--- src/rtl/iob_cache_line_fill.sv ---
// Cache line fill engine: issues one pipelined back-end read per line word
// (optionally critical-word-first with wrap-around), tracks returning data
// through a fixed-latency return pipe and streams words to the data memory.
module iob_cache_line_fill #(
  parameter  int ADDR_W      = 32,
  parameter  int BE_ADDR_W   = 32,
  parameter  int BE_DATA_W   = 32,
  parameter  int LINE2BE_W   = 2,
  parameter  int BE_RLAT     = 1,
  parameter  int CWF         = 1,
  localparam int BE_NBYTES_W = $clog2(BE_DATA_W / 8),
  localparam int IDX_W       = (LINE2BE_W > 0) ? LINE2BE_W : 1,
  localparam int LA_W        = ADDR_W - BE_NBYTES_W,
  localparam int CNT_W       = LINE2BE_W + 1,
  localparam int N           = 1 << LINE2BE_W
) (
  input  logic                 clk_i,
  input  logic                 reset,
  input  logic                 replace_valid_i,
  input  logic [LA_W-1:0]      replace_addr_i,
  output logic                 replace_o,
  output logic                 read_valid_o,
  output logic [IDX_W-1:0]     read_addr_o,
  output logic [BE_DATA_W-1:0] read_rdata_o,
  output logic                 crit_valid_o,
  output logic [BE_ADDR_W-1:0] be_addr_o,
  output logic                 be_valid_o,
  input  logic                 be_ready_i,
  input  logic [BE_DATA_W-1:0] be_rdata_i
);

  typedef enum logic [1:0] {IDLE, REQ, DRAIN, DONE} state_t;

  state_t            state, state_nxt;
  logic [LA_W-1:0]   line_addr;
  logic [LA_W-1:0]   word_addr;
  logic [IDX_W-1:0]  issue_idx;
  logic [CNT_W-1:0]  issue_cnt;
  logic [CNT_W-1:0]  ret_cnt;
  logic              fill_start;
  logic              accept;
  logic              issue_last;
  logic              ret_last;
  logic [BE_RLAT-1:0] ret_vld_p;
  logic [IDX_W-1:0]  ret_idx_p [BE_RLAT];

  assign fill_start = (state == IDLE) && replace_valid_i;
  assign accept     = be_valid_o && be_ready_i;
  assign issue_last = (issue_cnt == CNT_W'(N - 1));
  assign ret_last   = (ret_cnt == CNT_W'(N - 1));

  // State register
  always_ff @(posedge clk_i or posedge reset) begin
    if (reset) state <= IDLE;
    else       state <= state_nxt;
  end

  // Next-state and request/status outputs
  always_comb begin
    state_nxt  = state;
    replace_o  = 1'b1;
    be_valid_o = 1'b0;
    case (state)
      IDLE: begin
        replace_o = 1'b0;
        if (replace_valid_i) state_nxt = REQ;
      end
      REQ: begin
        be_valid_o = 1'b1;
        if (accept && issue_last) state_nxt = DRAIN;
      end
      DRAIN: begin
        if (read_valid_o && ret_last) state_nxt = DONE;
      end
      DONE: state_nxt = IDLE;
      default: state_nxt = IDLE;
    endcase
  end

  // Latch the miss address when a fill starts (data only, no reset)
  always_ff @(posedge clk_i) begin
    if (fill_start) line_addr <= replace_addr_i;
  end

  generate
    if (LINE2BE_W > 0) begin : g_idx
      logic [IDX_W-1:0] start_idx;

      // Latch the first word to fetch: critical word or word 0
      always_ff @(posedge clk_i) begin
        if (fill_start) start_idx <= (CWF != 0) ? replace_addr_i[IDX_W-1:0] : '0;
      end

      // Index wraps naturally at the line boundary through IDX_W-bit overflow
      assign issue_idx = start_idx + issue_cnt[IDX_W-1:0];
      assign word_addr = {line_addr[LA_W-1:LINE2BE_W], issue_idx};
    end else begin : g_noidx
      assign issue_idx = '0;
      assign word_addr = line_addr;
    end
  endgenerate

  // Back-end byte address: line tag, word index, zero byte offset
  always_comb begin
    be_addr_o              = '0;
    be_addr_o[ADDR_W-1:0]  = {word_addr, {BE_NBYTES_W{1'b0}}};
  end

  // Issue and return counters, cleared whenever the engine is idle
  always_ff @(posedge clk_i or posedge reset) begin
    if (reset) begin
      issue_cnt <= '0;
      ret_cnt   <= '0;
    end else if (state == IDLE) begin
      issue_cnt <= '0;
      ret_cnt   <= '0;
    end else begin
      if (accept)       issue_cnt <= issue_cnt + 1'b1;
      if (read_valid_o) ret_cnt   <= ret_cnt + 1'b1;
    end
  end

  // Return pipe: stage 0 captures each acceptance, last stage lines up with be_rdata_i
  always_ff @(posedge clk_i or posedge reset) begin
    if (reset) begin
      ret_vld_p <= '0;
      for (int i = 0; i < BE_RLAT; i++) ret_idx_p[i] <= '0;
    end else begin
      ret_vld_p[0] <= accept;
      ret_idx_p[0] <= issue_idx;
      for (int i = 1; i < BE_RLAT; i++) begin
        ret_vld_p[i] <= ret_vld_p[i-1];
        ret_idx_p[i] <= ret_idx_p[i-1];
      end
    end
  end

  // ---- return stage: last pipe entry pairs with back-end data ----
  assign read_valid_o = ret_vld_p[BE_RLAT-1];
  assign read_addr_o  = (LINE2BE_W > 0) ? ret_idx_p[BE_RLAT-1] : '0;
  assign read_rdata_o = be_rdata_i;
  assign crit_valid_o = read_valid_o && (ret_cnt == '0);

endmodule

--- config.mk ---
export PLATFORM = sky130hd
export DESIGN_NAME = iob_cache_line_fill
export DESIGN_NICKNAME = d
export VERILOG_FILES = /design/src/rtl/iob_cache_line_fill.sv
export SDC_FILE = /design/constraint.sdc
export NUM_CORES = 1
export LEC_CHECK = 0
export ABC_AREA = 1
export BUFFER_PORTS_ARGS = -buffer_cell sky130_fd_sc_hd__buf_2
export CORE_ASPECT_RATIO = 0.8
export CORE_UTILIZATION = 31
export DETAILED_ROUTE_END_ITERATION = 10
export PLACE_DENSITY = 0.65
export SLEW_MARGIN = 15
export SYNTH_ARGS = -nofsm -noshare
export SYNTH_HDL_FRONTEND = slang
export SYNTH_SLANG_ARGS = --single-unit
--- constraint.sdc ---
create_clock -name clk_i -period 2.8 [get_ports clk_i]
set_input_delay 0.14 -clock clk_i [delete_from_list [all_inputs] [get_ports clk_i]]
set_output_delay 0.14 -clock clk_i [all_outputs]
set_load 0.03 [all_outputs]
==> impl_metrics.env <==
export IMPL_outcome="complete, no violations"
export IMPL_hpwl_um=2140
export IMPL_vias=1010
export IMPL_slowest_delay_ns=0.40
export IMPL_wl_um=2810
export IMPL_placementRows=24
export IMPL_globalplace_congestion=0.714
export IMPL_syn_inst=137
export IMPL_grt_max_degree=31
export IMPL_fin_cells=261
export IMPL_peakVddDrop_mv=0.437
export IMPL_clock_skew_ns=0.00279
export IMPL_dr_pass1_iters=4
export IMPL_antenna_found_initial=0
export IMPL_ys_ff_latch=41
export IMPL_ant_nets=0
export IMPL_crit_chain="inv_1, ha_1, nand2_1, inv_1, buf_4"
export IMPL_antenna_cells=0
export IMPL_cp_data_required_time_ns=2.74
export IMPL_pin_count=136
export IMPL_drv_cap=0
export IMPL_syn_area_per_cell_um2=12.9
export IMPL_report_final_slew_viol_count=0
export IMPL_netlist_area_mm2=0.00177
export IMPL_power_density_mw_per_mm2=971
export IMPL_h_tree_depth=2
export IMPL_fp_dieArea_mm2=0.00602
export IMPL_path_class="reg -> reg"
export IMPL_synth_warnings=0
export IMPL_cts_made_buffers=5
export IMPL_crit_path_end_kind="flip-flop"
export IMPL_fp_dieW_um=86.5
export IMPL_crit_top_cell="inv_1"
export IMPL_syn2layout_area_growth_pct=17.8
export IMPL_cts_tree="done"
export IMPL_regArea_mm2=0.00118
export IMPL_ys_types=16
export IMPL_synth_seq_area_share=0.665
export IMPL_setup_viol_count_final=0
export IMPL_final_net_count=257
export IMPL_crit_fanout=30
export IMPL_grt_pass1_wl_um=4400
export IMPL_initialDrtViolationCount=29
export IMPL_grtUsageTotal=0.0969
export IMPL_min_period_ns=1.59
export IMPL_post_route_period_util=0.570
export IMPL_post_place_ws_ns=1.19
export IMPL_cp_slowest_cell="dfrtp_1"
export IMPL_ys_async_sr_fraction=0.268
export IMPL_grt_pass1_vias=974
export IMPL_post_cts_buffers=0
export IMPL_grt_setup_unrepaired="no"
export IMPL_fillCellCount=545
export IMPL_io_buffer_count=69
export IMPL_die_y_um=69.6
export IMPL_hold_viol_final=0
export IMPL_hold_path_class="in -> reg"
export IMPL_leakage_nw=0.969
export IMPL_clock_path_buffers=2
export IMPL_synth_edf_count=30
export IMPL_critPathArrivalTime_ns=1.54
export IMPL_cts_root_buf="clkbuf_8"
export IMPL_cp_start_kind="flip-flop"
export IMPL_wl_per_cell_um=10.7
export IMPL_drc_errors=0
export IMPL_cts_clk_slew_worst_paths_ns=0.07
export IMPL_fmax_ghz=0.627
export IMPL_multi_input_area_um2=285
export IMPL_worst_slack_ns=1.21
export IMPL_start_util=0.324
export IMPL_clk_insertion_delay_late_ns=0.28
export IMPL_power_mw=2.02
export IMPL_drive_above_1_share=0.421
export IMPL_ys_flop_type="edfxtp_1"
export IMPL_grt_overflow=0
export IMPL_dp_cells=252
export IMPL_vias_per_cell=3.87
export IMPL_setup_tns_ns=0
export IMPL_core_mm2=0.00547
export IMPL_cts_sinks=41
export IMPL_hold_ws_ns=0.0321
where the power goes:
group	internal [mW]	switching, mW
combinational	0.195	0.512
clock	0.263	0.184
sequential	0.817	0.0525
total	1.27	0.749
logic make-up after synthesis:
family,share of synthesized area
AND/OR/NAND/NOR,0.0686
flip-flops,0.665
AO/OA/AOI/OAI,0.0148
adder cells (fa/ha/maj),0.0637
other,0.00212
XOR/XNOR,0.00990
buffers and inverters,0.176
stage by stage:
| step | util | area [um2] |
|---|---|---|
| 6_report | 0.381 | 2080 |
| 5_1_grt | 0.381 | 2080 |
| 4_1_cts | 0.381 | 2080 |
| 3_5_place_dp | 0.360 | 1970 |
| 3_3_place_gp | 0.360 | 1970 |
| 2_1_floorplan | - | 1770 |
timing repair:
| item | 4_1_cts | 5_1_grt |
|---|---|---|
| hold buffers | 1 | 0 |
| resized for setup | 0 | 0 |
| endpoints found under the hold margin | 11 | 0 |
synthesized netlist by cell type, types with 2 or more instances:
cell type | number | area (um2)
nand4_1 | 2 | 12.5
edfxtp_1 | 30 | 901
dfrtp_1 | 11 | 275
nor2_1 | 3 | 11.3
o21ai_0 | 3 | 15.0
buf_4 | 34 | 255
ha_1 | 9 | 113
nand2_1 | 22 | 82.6
inv_1 | 14 | 52.6
nand3_1 | 3 | 15.0
area by class of cell:
class                   count  area share
well taps                  78      0.0468
inverters                  15      0.0270
flip-flops and latches     41       0.564
repair buffers             71       0.174
multi-input cells          48       0.137
clock buffers               6      0.0348
clock inverters             2      0.0162
state kept, by name (all words and copies together) (netlist names):
signal	flops
issue_cnt	3
line_addr	30
read_addr_o	2
read_valid_o	1
ret_cnt	3
state	2
cell usage in the layout, fill, tap and decap left out:
cell / instances
buf_2: 69
edfxtp_1: 30
nand2_1: 22
inv_1: 14
dfrtp_1: 11
ha_1: 9
clkbuf_8: 5
nor2_1: 3
o21ai_0: 3
nand3_1: 3
nand4_1: 2
conb_1: 2
inv_2: 1
o22ai_1: 1
xnor2_1: 1
xor2_1: 1
a21oi_1: 1
clkinv_1: 1
clkbuf_1: 1
bufinv_16: 1
dlygate4sd3_1: 1
buf_4: 1
routing by layer:
layer  share of wire  global-route usage  wire length, um  up-vias
met1            0.46               0.120             1290      462
met3           0.077              0.0500              216        4
li1                -                   -                -      500
met2            0.46               0.148             1290       44
met5               0                   0                0        -
met4          0.0043              0.0278               12        0
final timing paths:
path | from | endpoint | slack [ns] | cells past startpoint
worst max-delay path | state[1] | line_addr[27] | 1.21 | 5
worst min-delay path | replace_addr_i[17] | line_addr[17] | 0.03 | 1
worst max register to register | state[1] | line_addr[27] | 1.21 | 5
worst min register to register | state[1] | state[1] | 0.51 | 2
max in group asynchronous | reset | read_addr_o[1] | 2.10 | 3
min in group asynchronous | reset | ret_cnt[2] | 0.40 | 3
critical path, delay by kind of cell (launching register included):
kind | cells | cell delay [ns]
buffers and inverters | 3 | 0.49
and+or+nand+nor | 1 | 0.08
DFF | 1 | 0.40
adders and majority gates | 1 | 0.28
(Power assumes the default switching activity.)
